===== src/rtl/mmss_timer_core_pkg.sv =====
// timer_pkg: state encoding and time limits shared by the mmss timer blocks
package timer_pkg;
  typedef enum logic [1:0] {IDLE, RUN, PAUSE, DONE} state_t;
  localparam int TIME_W = 6;
  localparam logic [TIME_W-1:0] MAX_MIN = 6'd59;
  localparam logic [TIME_W-1:0] MAX_SEC = 6'd59;
endpackage


===== src/rtl/mmss_timer_core_btn_debounce.sv =====
// btn_debounce: 2-flop synchronizer, stable-sample debouncer and one-cycle press pulse
module btn_debounce #(
  parameter int DEBOUNCE_CYCLES = 500000
) (
  input  logic clk,
  input  logic rst_n,
  input  logic raw,
  output logic pulse
);
  localparam int CW = $clog2(DEBOUNCE_CYCLES + 1);
  logic [1:0] sync;
  logic level;
  logic [CW-1:0] cnt;
  // cnt tracks consecutive synchronized samples that disagree with the accepted level
  always_ff @(posedge clk)
    if (!rst_n) begin
      sync  <= '0;
      level <= 1'b0;
      cnt   <= '0;
      pulse <= 1'b0;
    end else begin
      sync  <= {sync[0], raw};
      pulse <= 1'b0;
      if (sync[1] == level) cnt <= '0;
      else if (cnt != CW'(DEBOUNCE_CYCLES - 1)) cnt <= cnt + 1'b1;
      else begin
        cnt   <= '0;
        level <= sync[1];
        pulse <= sync[1];
      end
    end
endmodule


===== src/rtl/mmss_timer_core.sv =====
// mmss_timer_core: debounced mm:ss up/down timer; AUTO_RELOAD_EN reloads the preset at terminal count
module mmss_timer_core
  import timer_pkg::*;
#(
  parameter int CLK_HZ          = 50000000,
  parameter int TICK_DIV        = 50000000,
  parameter int DEBOUNCE_CYCLES = 500000
) (
  input  logic              clk,
  input  logic              rst_n,
  input  logic [7:0]        sw,
  input  logic [1:0]        btn,
  output logic [TIME_W-1:0] minute,
  output logic [TIME_W-1:0] second,
  output logic              running,
  output logic              done
);
  localparam int PW = $clog2(TICK_DIV + 1);
  state_t state;
  logic start, load, dir, term, unused;
  logic [PW-1:0] psc;
  logic [TIME_W-1:0] clamp, nxt_min, nxt_sec;
`ifdef AUTO_RELOAD_EN
  logic [TIME_W-1:0] preset;
`endif
  btn_debounce #(.DEBOUNCE_CYCLES(DEBOUNCE_CYCLES)) u_start (.clk(clk), .rst_n(rst_n), .raw(btn[0]), .pulse(start));
  btn_debounce #(.DEBOUNCE_CYCLES(DEBOUNCE_CYCLES)) u_load  (.clk(clk), .rst_n(rst_n), .raw(btn[1]), .pulse(load));
  assign unused = ^{sw[6], CLK_HZ != 0};
  assign clamp = sw[5:0] > MAX_MIN ? MAX_MIN : sw[5:0];
  always_comb begin
    nxt_sec = dir ? (second != '0 ? second - 1'b1 : (minute != '0 ? MAX_SEC : second))
                  : (second < MAX_SEC ? second + 1'b1 : (minute < MAX_MIN ? '0 : second));
    nxt_min = dir ? (second == '0 && minute != '0 ? minute - 1'b1 : minute)
                  : (second == MAX_SEC && minute < MAX_MIN ? minute + 1'b1 : minute);
    term    = dir ? (nxt_min == '0 && nxt_sec == '0) : (nxt_min == MAX_MIN && nxt_sec == MAX_SEC);
  end
  always_ff @(posedge clk)
    if (!rst_n) begin
      state   <= IDLE;
      minute  <= '0;
      second  <= '0;
      running <= 1'b0;
      done    <= 1'b0;
      psc     <= '0;
      dir     <= 1'b1;
`ifdef AUTO_RELOAD_EN
      preset  <= '0;
`endif
    end else if (load) begin
      state   <= IDLE;
      minute  <= clamp;
      second  <= '0;
      running <= 1'b0;
      done    <= 1'b0;
      psc     <= '0;
      dir     <= sw[7];
`ifdef AUTO_RELOAD_EN
      preset  <= clamp;
`endif
    end else begin
`ifdef AUTO_RELOAD_EN
      if (state != DONE) done <= 1'b0;
`endif
      case (state)
        IDLE:
          if (start) begin
            if (dir && minute == '0 && second == '0) begin
              state <= DONE;
              done  <= 1'b1;
            end else begin
              state   <= RUN;
              running <= 1'b1;
            end
          end
        RUN:
          if (start) begin
            state   <= PAUSE;
            running <= 1'b0;
          end else if (psc != PW'(TICK_DIV - 1)) psc <= psc + 1'b1;
          else begin
            psc <= '0;
`ifdef AUTO_RELOAD_EN
            minute <= term ? (dir ? preset : '0) : nxt_min;
            second <= term ? '0 : nxt_sec;
            done   <= term;
`else
            minute <= nxt_min;
            second <= nxt_sec;
            if (term) begin
              state   <= DONE;
              running <= 1'b0;
              done    <= 1'b1;
            end
`endif
          end
        PAUSE:
          if (start) begin
            state   <= RUN;
            running <= 1'b1;
          end
        default: ;
      endcase
    end
endmodule

===== config.mk =====
export PLATFORM = sky130hd
export DESIGN_NAME = mmss_timer_core
export DESIGN_NICKNAME = d
export VERILOG_FILES = /design/src/rtl/mmss_timer_core_pkg.sv /design/src/rtl/mmss_timer_core_btn_debounce.sv /design/src/rtl/mmss_timer_core.sv
export SDC_FILE = /design/constraint.sdc
export NUM_CORES = 1
export LEC_CHECK = 0
export BUFFER_PORTS_ARGS = -buffer_cell sky130_fd_sc_hd__buf_2
export CORE_MARGIN = 2
export CORE_UTILIZATION = 57
export CTS_BUF_LIST = sky130_fd_sc_hd__clkbuf_8
export DETAILED_ROUTE_END_ITERATION = 6
export GPL_ROUTABILITY_DRIVEN = 0
export PLACE_DENSITY = 0.78
export SLEW_MARGIN = 40
export SYNTH_ARGS = -nofsm -noshare
export SYNTH_HDL_FRONTEND = slang
export SYNTH_SLANG_ARGS = --single-unit
export TNS_END_PERCENT = 20

===== constraint.sdc =====
create_clock -name clk -period 2.8 [get_ports clk]
set_clock_uncertainty 0.2 [all_clocks]
set_input_delay 0.56 -clock clk [delete_from_list [all_inputs] [get_ports clk]]
set_output_delay 0.56 -clock clk [all_outputs]
set_load 0.03 [all_outputs]

Word-level counts from Yosys, hierarchy flattened. Index checks and enable logic that the tools add are counted.

Input bits: 12. Word-level logic and storage cells: 117. Output and inout bits: 14. Bits in registers: 89.

Bitwise gates (word level): 7. $add $sub $neg: 7. Mux-type cells: 35. Magnitude comparators: 3. Eq/ne operators: 21. Reduce and logical (&&, ||, !) cells: 29.

Operators with widths (number): 6-bit 2-to-1 mux (13); 19-bit by 1-bit adder with 19-bit output (second input constant) (2); 19-bit inequality test (second input constant) (2); 26-bit by 1-bit adder with 26-bit output (second input constant) (1); 26-bit 2-to-1 mux (1); 26-bit inequality test (second input constant) (1); 6-bit logical NOT (4); 6-bit equality test (second input constant) (3); 6-bit by 1-bit adder with 6-bit output (second input constant) (2); 6-bit < comparator (second input constant) (2); 1-bit 2-to-1 mux (12); 2-bit 2-to-1 mux (6); 6-bit AND reduction (2); 6-bit nonzero test (2); 3-bit OR reduction (4); 6-bit by 1-bit subtractor with 6-bit output (second input constant) (2); 2-bit inequality test (second input constant) (5); 2-bit by 1-bit inequality test with 1-bit output (second input constant) (4); 1-bit inverter (7); 6-bit > comparator (second input constant) (1); 1-bit logical AND (6); 3-bit by 2-bit inequality test with 1-bit output (second input constant) (2); 2-bit case mux with 3 select lines (1); 2-bit AND reduction (3); other kinds (11) (14).

Depth between registers and ports, before layout. Gate-level depths: netlist of the first run.

Word-level depth: 11. Gate-level depth with buffers: 11. Depth with buffers taken out: 10.

Cells and area by module. From an unflattened synthesis of the first run, not the netlist that was laid out.

Cells, all modules: 605. Area total of the unflattened synthesis: 5037.3 um^2.

By module, submodules not included: mmss_timer_core (area each 2962.8 um^2, times used 1, sequential area each 860.8 um^2, cells an instance 371); btn_debounce (area each 1037.2 um^2, times used 2, sequential area each 460.4 um^2, cells an instance 117).

Least setup slack after synthesis of the first run. Ideal clock, no wire load.

Path type: reg-to-reg. Start: register minute[1]. End: register state[1]. Buffers on the path: 1. Setup time: 0.121 ns. Arrival time: 2.779 ns. Data required time: 2.479 ns. Stages on the path, launching flop included: 12. Clock period less this slack: 3.100 ns. Setup slack: -0.300 ns. Cells stage by stage: dfxtp_1 buf_2 inv_1 ha_1 and4bb_2 or3b_1 a21oi_1 o21ai_1 a2111oi_4 o2bb2a_4 o22ai_1 mux2_2.

Cells in the longest elaborated chain, start to end: 9. Elaborated cells on any way between the ends: 29. Classes of those cells: add/sub: 2; order compare: 1; eq/ne: 3; mux: 12; reduce/logical: 11.

RTL lines: from (decl) (line mmss_timer_core.sv:13) `output logic [TIME_W-1:0] minute,`; from (signal assigned) (line mmss_timer_core.sv:51) `minute <= clamp;`; from (signal assigned) (line mmss_timer_core.sv:87) `minute <= nxt_min;`; 6-bit < comparator / 6-bit nonzero test (equally long branches); 6-bit 2-to-1 mux (tied with other cells) (line mmss_timer_core.sv:32) `: (second < MAX_SEC ? second + 1'b1 : (minute < MAX_MIN ? '0 : second));`; 6-bit 2-to-1 mux (on tied branches); 6-bit 2-to-1 mux (on tied branches) (line mmss_timer_core.sv:31, mmss_timer_core.sv:33); 6-bit equality test / 6-bit logical NOT (equally long branches) (line mmss_timer_core.sv:35) `term = dir ? (nxt_min == '0 && nxt_sec == '0) : (nxt_min == MAX_MIN && nxt_sec == MAX_SEC);`; 1-bit logical AND (line mmss_timer_core.sv:35); 1-bit 2-to-1 mux (line mmss_timer_core.sv:35); 3-bit by 2-bit inequality test with 1-bit output (no line); 5-bit AND reduction (no line); to (signal assigned) (line mmss_timer_core.sv:39) `state <= IDLE;`; to (signal assigned) (line mmss_timer_core.sv:50) `state <= IDLE;`; to (signal assigned) (line mmss_timer_core.sv:68) `state <= DONE;`; to (decl) (line mmss_timer_core.sv:19) `state_t state;`.

Several ways; a longest one is shown, not always the timed one. The select of a mux whose other input is x is not followed. A chain may end at the register's enable or synchronous reset.

Worst setup path in the final report of the first run.
Start: register second[5]. End: register done.

Cells in the longest elaborated chain, start to end: 9. Elaborated cells on any way between the ends: 27. Classes of those cells: add/sub: 2; order compare: 1; eq/ne: 5; mux: 9; reduce/logical: 10.

RTL lines: from (decl) (line mmss_timer_core.sv:14) `output logic [TIME_W-1:0] second,`; from (signal assigned) (line mmss_timer_core.sv:88) `second <= nxt_sec;`; parallel branches: the longest is 8 deep, another holds 6-bit by 1-bit adder with 6-bit output; 6-bit AND reduction (no line) *; to (signal assigned) (line mmss_timer_core.sv:43) `done <= 1'b0;`; to (signal assigned) (line mmss_timer_core.sv:54) `done <= 1'b0;`; to (signal assigned) (line mmss_timer_core.sv:69) `done <= 1'b1;`; to (decl) (line mmss_timer_core.sv:16) `output logic done`.

Every way passes the cells marked *.

==> results of run 1 <==
==> layout make-up <==
cell class	instances	area (um^2)
clock buffers	10	138
clock inverters	5	30.0
fillers	641	2570
inverters	15	58.8
multi-input cells	458	3080
flip-flops and latches	89	1790
well taps	105	131
repair buffers	67	455
==> state kept, by name, indices dropped and copies added (netlist names) <==
signal and flops:
psc 26, u_load.cnt 19, u_start.cnt 19, minute 6
second 6, state 2, u_load.sync 2, u_start.sync 2
dir 1, done 1, running 1, u_load.level 1
u_load.pulse 1, u_start.level 1, u_start.pulse 1
==> cell usage in the layout, fill, tap and decap left out, types with 6 or more instances in the layout <==
cell	instances
ha_1	8
nand2b_1	7
a21oi_1	14
inv_1	13
nor4b_1	7
nor3_1	11
buf_4	42
clkbuf_8	10
xnor2_1	25
buf_2	24
xor2_1	42
dfxtp_1	84
mux2i_1	6
nor2b_1	6
and2_1	13
nor2_1	108
o21a_1	7
nand4_1	19
nand2_1	43
nand3_1	39
o21ai_0	8
==> worst max-delay path: cells and delay by family, from the launching register on <==
family / cells / cell delay, ps
simple gates: 4 / 1170
xor+xnor: 1 / 150
compound gates: 3 / 390
buf+inv: 1 / 180
flops: 1 / 580
==> power by group <==
| part | leakage, nW | internal [mW] | total [mW] | switching [mW] |
|---|---|---|---|---|
| Clock | 0.0926 | 0.341 | 0.786 | 0.445 |
| Combinational | 1.34 | 0.139 | 0.315 | 0.176 |
| Sequential | 0.722 | 1.29 | 1.31 | 0.0238 |
| Total | 2.16 | 1.77 | 2.41 | 0.645 |
==> repair_timing <==
| item | 4_1_cts | 5_1_grt |
|---|---|---|
| gates cloned | 0 | 0 |
| pin swaps | 3 | 8 |
| buffers inserted | 2 | 4 |
| hold endpoints to repair | 0 | 0 |
| gates resized for setup | 6 | 26 |
| hold buffers | 0 | 0 |
| setup endpoints to repair | 2 | 2 |
==> routing by layer <==
metal / GRT usage [%] / share of wire [%] / vias to the layer above
li1: - / - / 2144
met1: 29.8 / 43 / 2059
met2: 39.8 / 49 / 144
met3: 4.77 / 5.3 / 26
met4: 9.75 / 2.4 / 0
met5: 0 / 0 / -
==> cell families (layout without fill, tap and decap cells) <==
kind of cell               Yosys count  in the layout  share of synthesized area (%)
muxes                                7              7                           1.46
xor gates and xnor gates            67             67                           12.0
DFF                                 89             89                           36.4
AOI/OAI and AO/OA                   71             71                           11.6
and+or+nand+nor                    300            300                           31.5
adders and majority gates           13             13                           3.27
buffers and inverters               40             97                           3.73
==> per-stage QoR <==
| stage | setup slack, ps | setup TNS [ps] | power, mW | hold slack [ps] |
|---|---|---|---|---|
| 2_1_floorplan | -37.8 | -70.1 | 1.54 | 212 |
| 5_1_grt | -114 | -186 | 2.53 | 211 |
| 4_1_cts | -3.14 | -5.47 | 2.40 | 193 |
| 3_3_place_gp | -35.7 | -68.5 | 1.61 | 217 |
| 3_5_place_dp | -90.0 | -170 | 1.63 | 227 |
| 6_report | 46.8 | 0 | 2.41 | 209 |
==> Yosys cell counts (all sizes together), types with 2 or more instances <==
cell,n
nor2,109
dfxtp,89
nand2,44
xor2,42
nand3,39
xnor2,25
nand4,19
a21oi,15
and2,15
inv,15
nor3,14
clkbuf,13
o21ai,13
buf,12
ha,12
nor4b,12
nand2b,8
o21a,7
mux2i,6
nor2b,6
and3,5
nor4,5
o211a,5
a31oi,4
nand3b,4
o211ai,4
o31ai,4
nor3b,3
o2111ai,3
o22ai,3
or3,3
or4,3
a211oi,2
a41oi,2
and4,2
and4b,2
nand4b,2
or3b,2
==> path summary, 6_finish.rpt <==
kind / startpoint / end / slack (ps) / depth (start not counted)
max: second[5]$_SDFFE_PP0P_ / done$_SDFFE_PP0P_ / 50 / 9
min: btn[0] / u_start.sync[0]$_SDFF_PN0_ / 210 / 2
max reg2reg: second[5]$_SDFFE_PP0P_ / done$_SDFFE_PP0P_ / 50 / 9
min reg2reg: u_start.sync[0]$_SDFF_PN0_ / u_start.sync[1]$_SDFF_PN0_ / 240 / 1
==> impl_metrics.env, run 1 <==
export IMPL_synth_cell_types=68
export IMPL_tightest_slew_ps=703
export IMPL_async_flop_share_pct=0
export IMPL_vias_per_cell=5.84
export IMPL_initial_utilization_pct=59.3
export IMPL_io_pins=26
export IMPL_path_cells="nand4_1, nor3_2, buf_4, a2bb2oi_4, xnor2_1, nor3_1, o2bb2a_4, or4_1, a21oi_1"
export IMPL_synth_top_flop_cell="dfxtp_1"
export IMPL_wl_per_cell_um=14.7
export IMPL_drc=0
export IMPL_antennaDiodeCount=0
export IMPL_port_buffers=24
export IMPL_stdcell_count=749
export IMPL_synth_seq_cells=89
export IMPL_cts_root_buf="clkbuf_8"
export IMPL_yosysTopAreaCell="dfxtp_1"
export IMPL_clockBufferDepth=2
export IMPL_area_growth_pct=16.2
export IMPL_fmax_mhz=363
export IMPL_antenna_found_initial=0
export IMPL_power_leakage_nw=2.16
export IMPL_cp_required_ps=2900
export IMPL_placed_cell_area_mm2=0.00533
export IMPL_status="finished clean"
export IMPL_drv_slew=0
export IMPL_p_per_area_mw_per_mm2=425
export IMPL_cts_made_buffers=9
export IMPL_setup_viol=0
export IMPL_min_path_type="input port to flop"
export IMPL_fp_row_count=33
export IMPL_post_route_util_pct=68.8
export IMPL_slew_headroom_pct=53.0
export IMPL_grt_setup_unrepaired="true"
export IMPL_path_class="flop to flop"
export IMPL_dr_first_iter_drc_count=218
export IMPL_fin_nets=664
export IMPL_die_y_um=96.7
export IMPL_cp_max_fo=11
export IMPL_yosys_area_top_type_share_pct=36.4
export IMPL_start_kind="flop"
export IMPL_die_area_mm2=0.00934
export IMPL_ys_warn_count=0
export IMPL_cp_arrival_ps=2850
export IMPL_totalWireLength_um=11000
export IMPL_grt_pass1_vias=4176
export IMPL_htree_levels=3
export IMPL_ir_drop_uv=302
export IMPL_ant_nets=0
export IMPL_min_period_ps=2750
export IMPL_hpwl_um=7870
export IMPL_syn_area_mm2=0.00489
export IMPL_syn_area_per_cell_um2=8.34
export IMPL_ys_seq_area_share_pct=36.4
export IMPL_synthCells=587
export IMPL_path_clk_slew_ps=90
export IMPL_drive_above_1_share_pct=20.0
export IMPL_grtUsageTotal_pct=23.7
export IMPL_via_count=4373
export IMPL_cts_sinks=89
export IMPL_die_x_um=96.7
export IMPL_tritoncts="built"
export IMPL_insertion_delay_ps=360
export IMPL_dp_cells=728
export IMPL_finalInstanceArea_mm2=0.00568
export IMPL_core_area_mm2=0.00826
export IMPL_drv_cap=0
export IMPL_dr_pass1_iters=5
export IMPL_synth_edf_count=0
export IMPL_cp_slowest_stage_delay_ps=580
export IMPL_overflow=0
export IMPL_synth_fp_nets=611
export IMPL_finalHoldViolCount=0
export IMPL_timing_critical_path_to_type="flop"
export IMPL_ys_top_cells_by_area="dfxtp_1, nor2_1, xor2_1"
export IMPL_grt_max_degree=24
export IMPL_timing_final_crit_share_pct=98.3
export IMPL_crit_path_top_delay_cell="dfxtp_1"
export IMPL_grt_pass1_wl_um=18800
(Power assumes the default switching activity.)
==> run 2, diff against run 1 <==
Settings changed: CORE_UTILIZATION 57 to 60, GPL_TIMING_DRIVEN set to 0, SYNTH_HIERARCHICAL set to 1.
Clock period 2.8 ns to 2.65 ns, I/O delays scaled along.
==> run 2 against run 1 <==
The run now ends with negative setup slack left. Via count increased by 5.2%. First-iteration DRC count increased by 11%. Worst hold slack got worse by 34 ps. Sequential power about the same. Critical path type unchanged.
==> impl_metrics.env, run 2 <==
export IMPL_status="finished, violations left"
export IMPL_violations="negative setup slack"
export IMPL_hold_depth=2
export IMPL_final_common_cell="dfxtp_1"
export IMPL_yosysTopAreaCell="dfxtp_1"
export IMPL_synth_cell_types=70
export IMPL_grt_setup_unrepaired="true"
export IMPL_vias_per_cell=6.08
export IMPL_ys_warn_count=6
export IMPL_antenna_found_initial=0
export IMPL_largest_register="psc"
export IMPL_whs_endpoint="u_start/sync[0]$_SDFF_PN0_"
export IMPL_drv_cap=0
export IMPL_async_flop_share_pct=0
export IMPL_insertion_delay_ps=360
export IMPL_placed_cell_area_mm2=0.00533
export IMPL_pwr_share_clk_pct=41.5
export IMPL_wl_per_cell_um=15.1
export IMPL_cts_sinks=89
export IMPL_layout_common_cells="dfxtp_1, nor2_1, nand2_1"
export IMPL_tns_ps=-539
export IMPL_syn_area_per_cell_um2=8.33
export IMPL_min_period_ps=2850
export IMPL_die_x_um=95.6
export IMPL_p_per_area_mw_per_mm2=405
export IMPL_synth_edf_count=0
export IMPL_dr_pass1_iters=5
export IMPL_clockBufferDepth=2
export IMPL_area_growth_pct=15.3
export IMPL_whs_ps=175
export IMPL_ys_top_cells_by_area="dfxtp_1, nor2_1, xor2_1"
export IMPL_drive_above_1_share_pct=18.0
export IMPL_core_area_mm2=0.00818
export IMPL_cts_made_buffers=9
export IMPL_timing_final_crit_share_pct=107
export IMPL_grt_pass1_wl_um=18900
export IMPL_synthTopCellsByCount="dfxtp_1, nor2_1, nand2_1"
export IMPL_reg2reg_to="running$_SDFFE_PP0P_"
export IMPL_tritoncts="built"
export IMPL_fp_row_count=33
export IMPL_yosys_area_top_type_share_pct=35.4
export IMPL_overflow=0
export IMPL_io_pins=26
export IMPL_die_y_um=95.6
export IMPL_largest_register_ffs=26
export IMPL_dr_first_iter_drc_count=243
export IMPL_ys_seq_area_share_pct=35.4
export IMPL_setup_slack_ps=-196
export IMPL_grt_pass1_vias=4185
export IMPL_drv_slew=0
export IMPL_cts_root_buf="clkbuf_8"
export IMPL_synthCells=605
export IMPL_fin_nets=669
export IMPL_grtUsageTotal_pct=25.8
export IMPL_drc=0
export IMPL_ir_drop_uv=367
export IMPL_top_regs="psc (26), u_load/cnt (19), u_start/cnt (19)"
export IMPL_path_clk_slew_ps=90
export IMPL_post_route_util_pct=71.1
export IMPL_timing_critical_path_to_type="flop"
export IMPL_synth_fp_nets=628
export IMPL_antennaDiodeCount=0
export IMPL_die_area_mm2=0.00914
export IMPL_r2r_start="second[0]$_SDFFE_PP0P_"
export IMPL_initial_utilization_pct=61.6
export IMPL_p_int_mw=1.81
export IMPL_min_path_type="input port to flop"
export IMPL_grt_max_degree=20
export IMPL_finalHoldViolCount=0
export IMPL_path_class="flop to flop"
export IMPL_power_frac_comb_pct=1.6
export IMPL_dpl_worst_slack_ps=-467
export IMPL_slew_headroom_pct=66.8
export IMPL_synth_most_common_cell="dfxtp_1"
export IMPL_fmax_mhz=351
export IMPL_via_count=4600
export IMPL_postCtsHoldBufs=0
export IMPL_synth_seq_cells=89
export IMPL_ant_nets=0
export IMPL_min_from="btn[0]"
export IMPL_totalWireLength_um=11500
export IMPL_rr_worst_depth=10
export IMPL_cp_arrival_ps=2910
export IMPL_port_buffers=24
export IMPL_p_sw_share_pct=23.3
export IMPL_tightest_slew_ps=490
export IMPL_cp_required_ps=2710
export IMPL_hpwl_um=8090
export IMPL_power_leakage_nw=2.10
export IMPL_fill_cells=649
export IMPL_setup_viol=4
export IMPL_p_sw_uw=549
export IMPL_syn_area_mm2=0.00504
export IMPL_p_seq_share_pct=56.9
export IMPL_start_kind="flop"
export IMPL_htree_levels=3
export IMPL_ff2ff_setup_slack_ps=-200
export IMPL_synth_top_flop_cell="dfxtp_1"
export IMPL_finalInstanceArea_mm2=0.00581
export IMPL_cp_max_fo=4
run 2: cell types whose count changed in the layout (fill, tap and decap cells not counted), sizes merged, moves of 6 or more:
cell	before	now
a21oi	15	21
and4	2	8
buf	67	41
clkbuf	10	23
nand4	19	26
nor2	109	81
nor3	14	22
nor4	5	14
nor4b	12	3
o21ai	13	22
or3	3	9
xor2	42	34
run 2: timing repair:
action                                  in CTS  in global routing
pin swaps                                    9                 13
resized for setup                           17                 49
cloned                                       0                  0
endpoints found under the setup margin      31                 34
setup buffers                                4                  5
run 2: metal layers:
layer | track usage [%] | vias to the layer above | wire (um)
li1 | - | 2274 | -
met4 | 11.1 | 0 | 215
met5 | 0 | - | 0
met3 | 4.43 | 26 | 587
met2 | 42.2 | 142 | 5600
met1 | 33.4 | 2158 | 5050
run 2: critical path, cell delays in order (launching register included):
cell and delay (ps):
dfxtp_4 370, clkbuf_16 160, clkinv_8 40, ha_4 120, or3b_4 410, o21ai_2 120, o211ai_1 180, or4b_4 540
a2111oi_4 250, a32oi_2 140, a41o_1 210
run 2: metrics by stage:
stage | total power, mW | std cells
after CTS | 2.37 | 753
after floorplan | 1.39 | 605
final | 2.35 | 756
after global placement | 1.41 | 734
after detailed placement | 1.41 | 734
after global routing | 2.44 | 756
run 2: worst max-delay path by stage:
stage	from	endpoint	slack, ps
after floorplan	second[0]$_SDFFE_PP0P_	running$_SDFFE_PP0P_	-140
after global placement	second[0]$_SDFFE_PP0P_	running$_SDFFE_PP0P_	-380
after detailed placement	second[0]$_SDFFE_PP0P_	running$_SDFFE_PP0P_	-470
after CTS	second[0]$_SDFFE_PP0P_	running$_SDFFE_PP0P_	-290
after global routing	minute[2]$_SDFFE_PN0P_	running$_SDFFE_PP0P_	-250
final	second[0]$_SDFFE_PP0P_	running$_SDFFE_PP0P_	-200
run 2: area by class of cell:
type / count / area, um^2 / area share [%]
Tap cell: 105 / 131 / 2.26
Multi-Input combinational cell: 475 / 3290 / 56.6
Sequential cell: 89 / 1790 / 30.9
Inverter: 16 / 72.6 / 1.25
Timing Repair Buffer: 33 / 188 / 3.23
Buffer: 22 / 130 / 2.24
Clock buffer: 9 / 124 / 2.13
Clock inverter: 7 / 83.8 / 1.44
run 2: logic make-up after synthesis:
logic type	after synthesis	synth area share [%]
buffers and inverters	41	3.38
multiplexers	6	1.24
AND/OR/NAND/NOR	312	33.8
flip-flops	89	35.4
XOR/XNOR	57	9.91
AO/OA/AOI/OAI	89	13.6
adder cells (fa/ha/maj)	11	2.73
run 2: power groups by stage:
stage / logic (mW) / registers (mW) / clock network [mW]
after global placement: 0.0354 / 1.37 / 0
after CTS: 0.0372 / 1.34 / 0.995
final: 0.0373 / 1.34 / 0.977
after floorplan: 0.0190 / 1.37 / 0
after detailed placement: 0.0365 / 1.37 / 0
after global routing: 0.0418 / 1.34 / 1.05
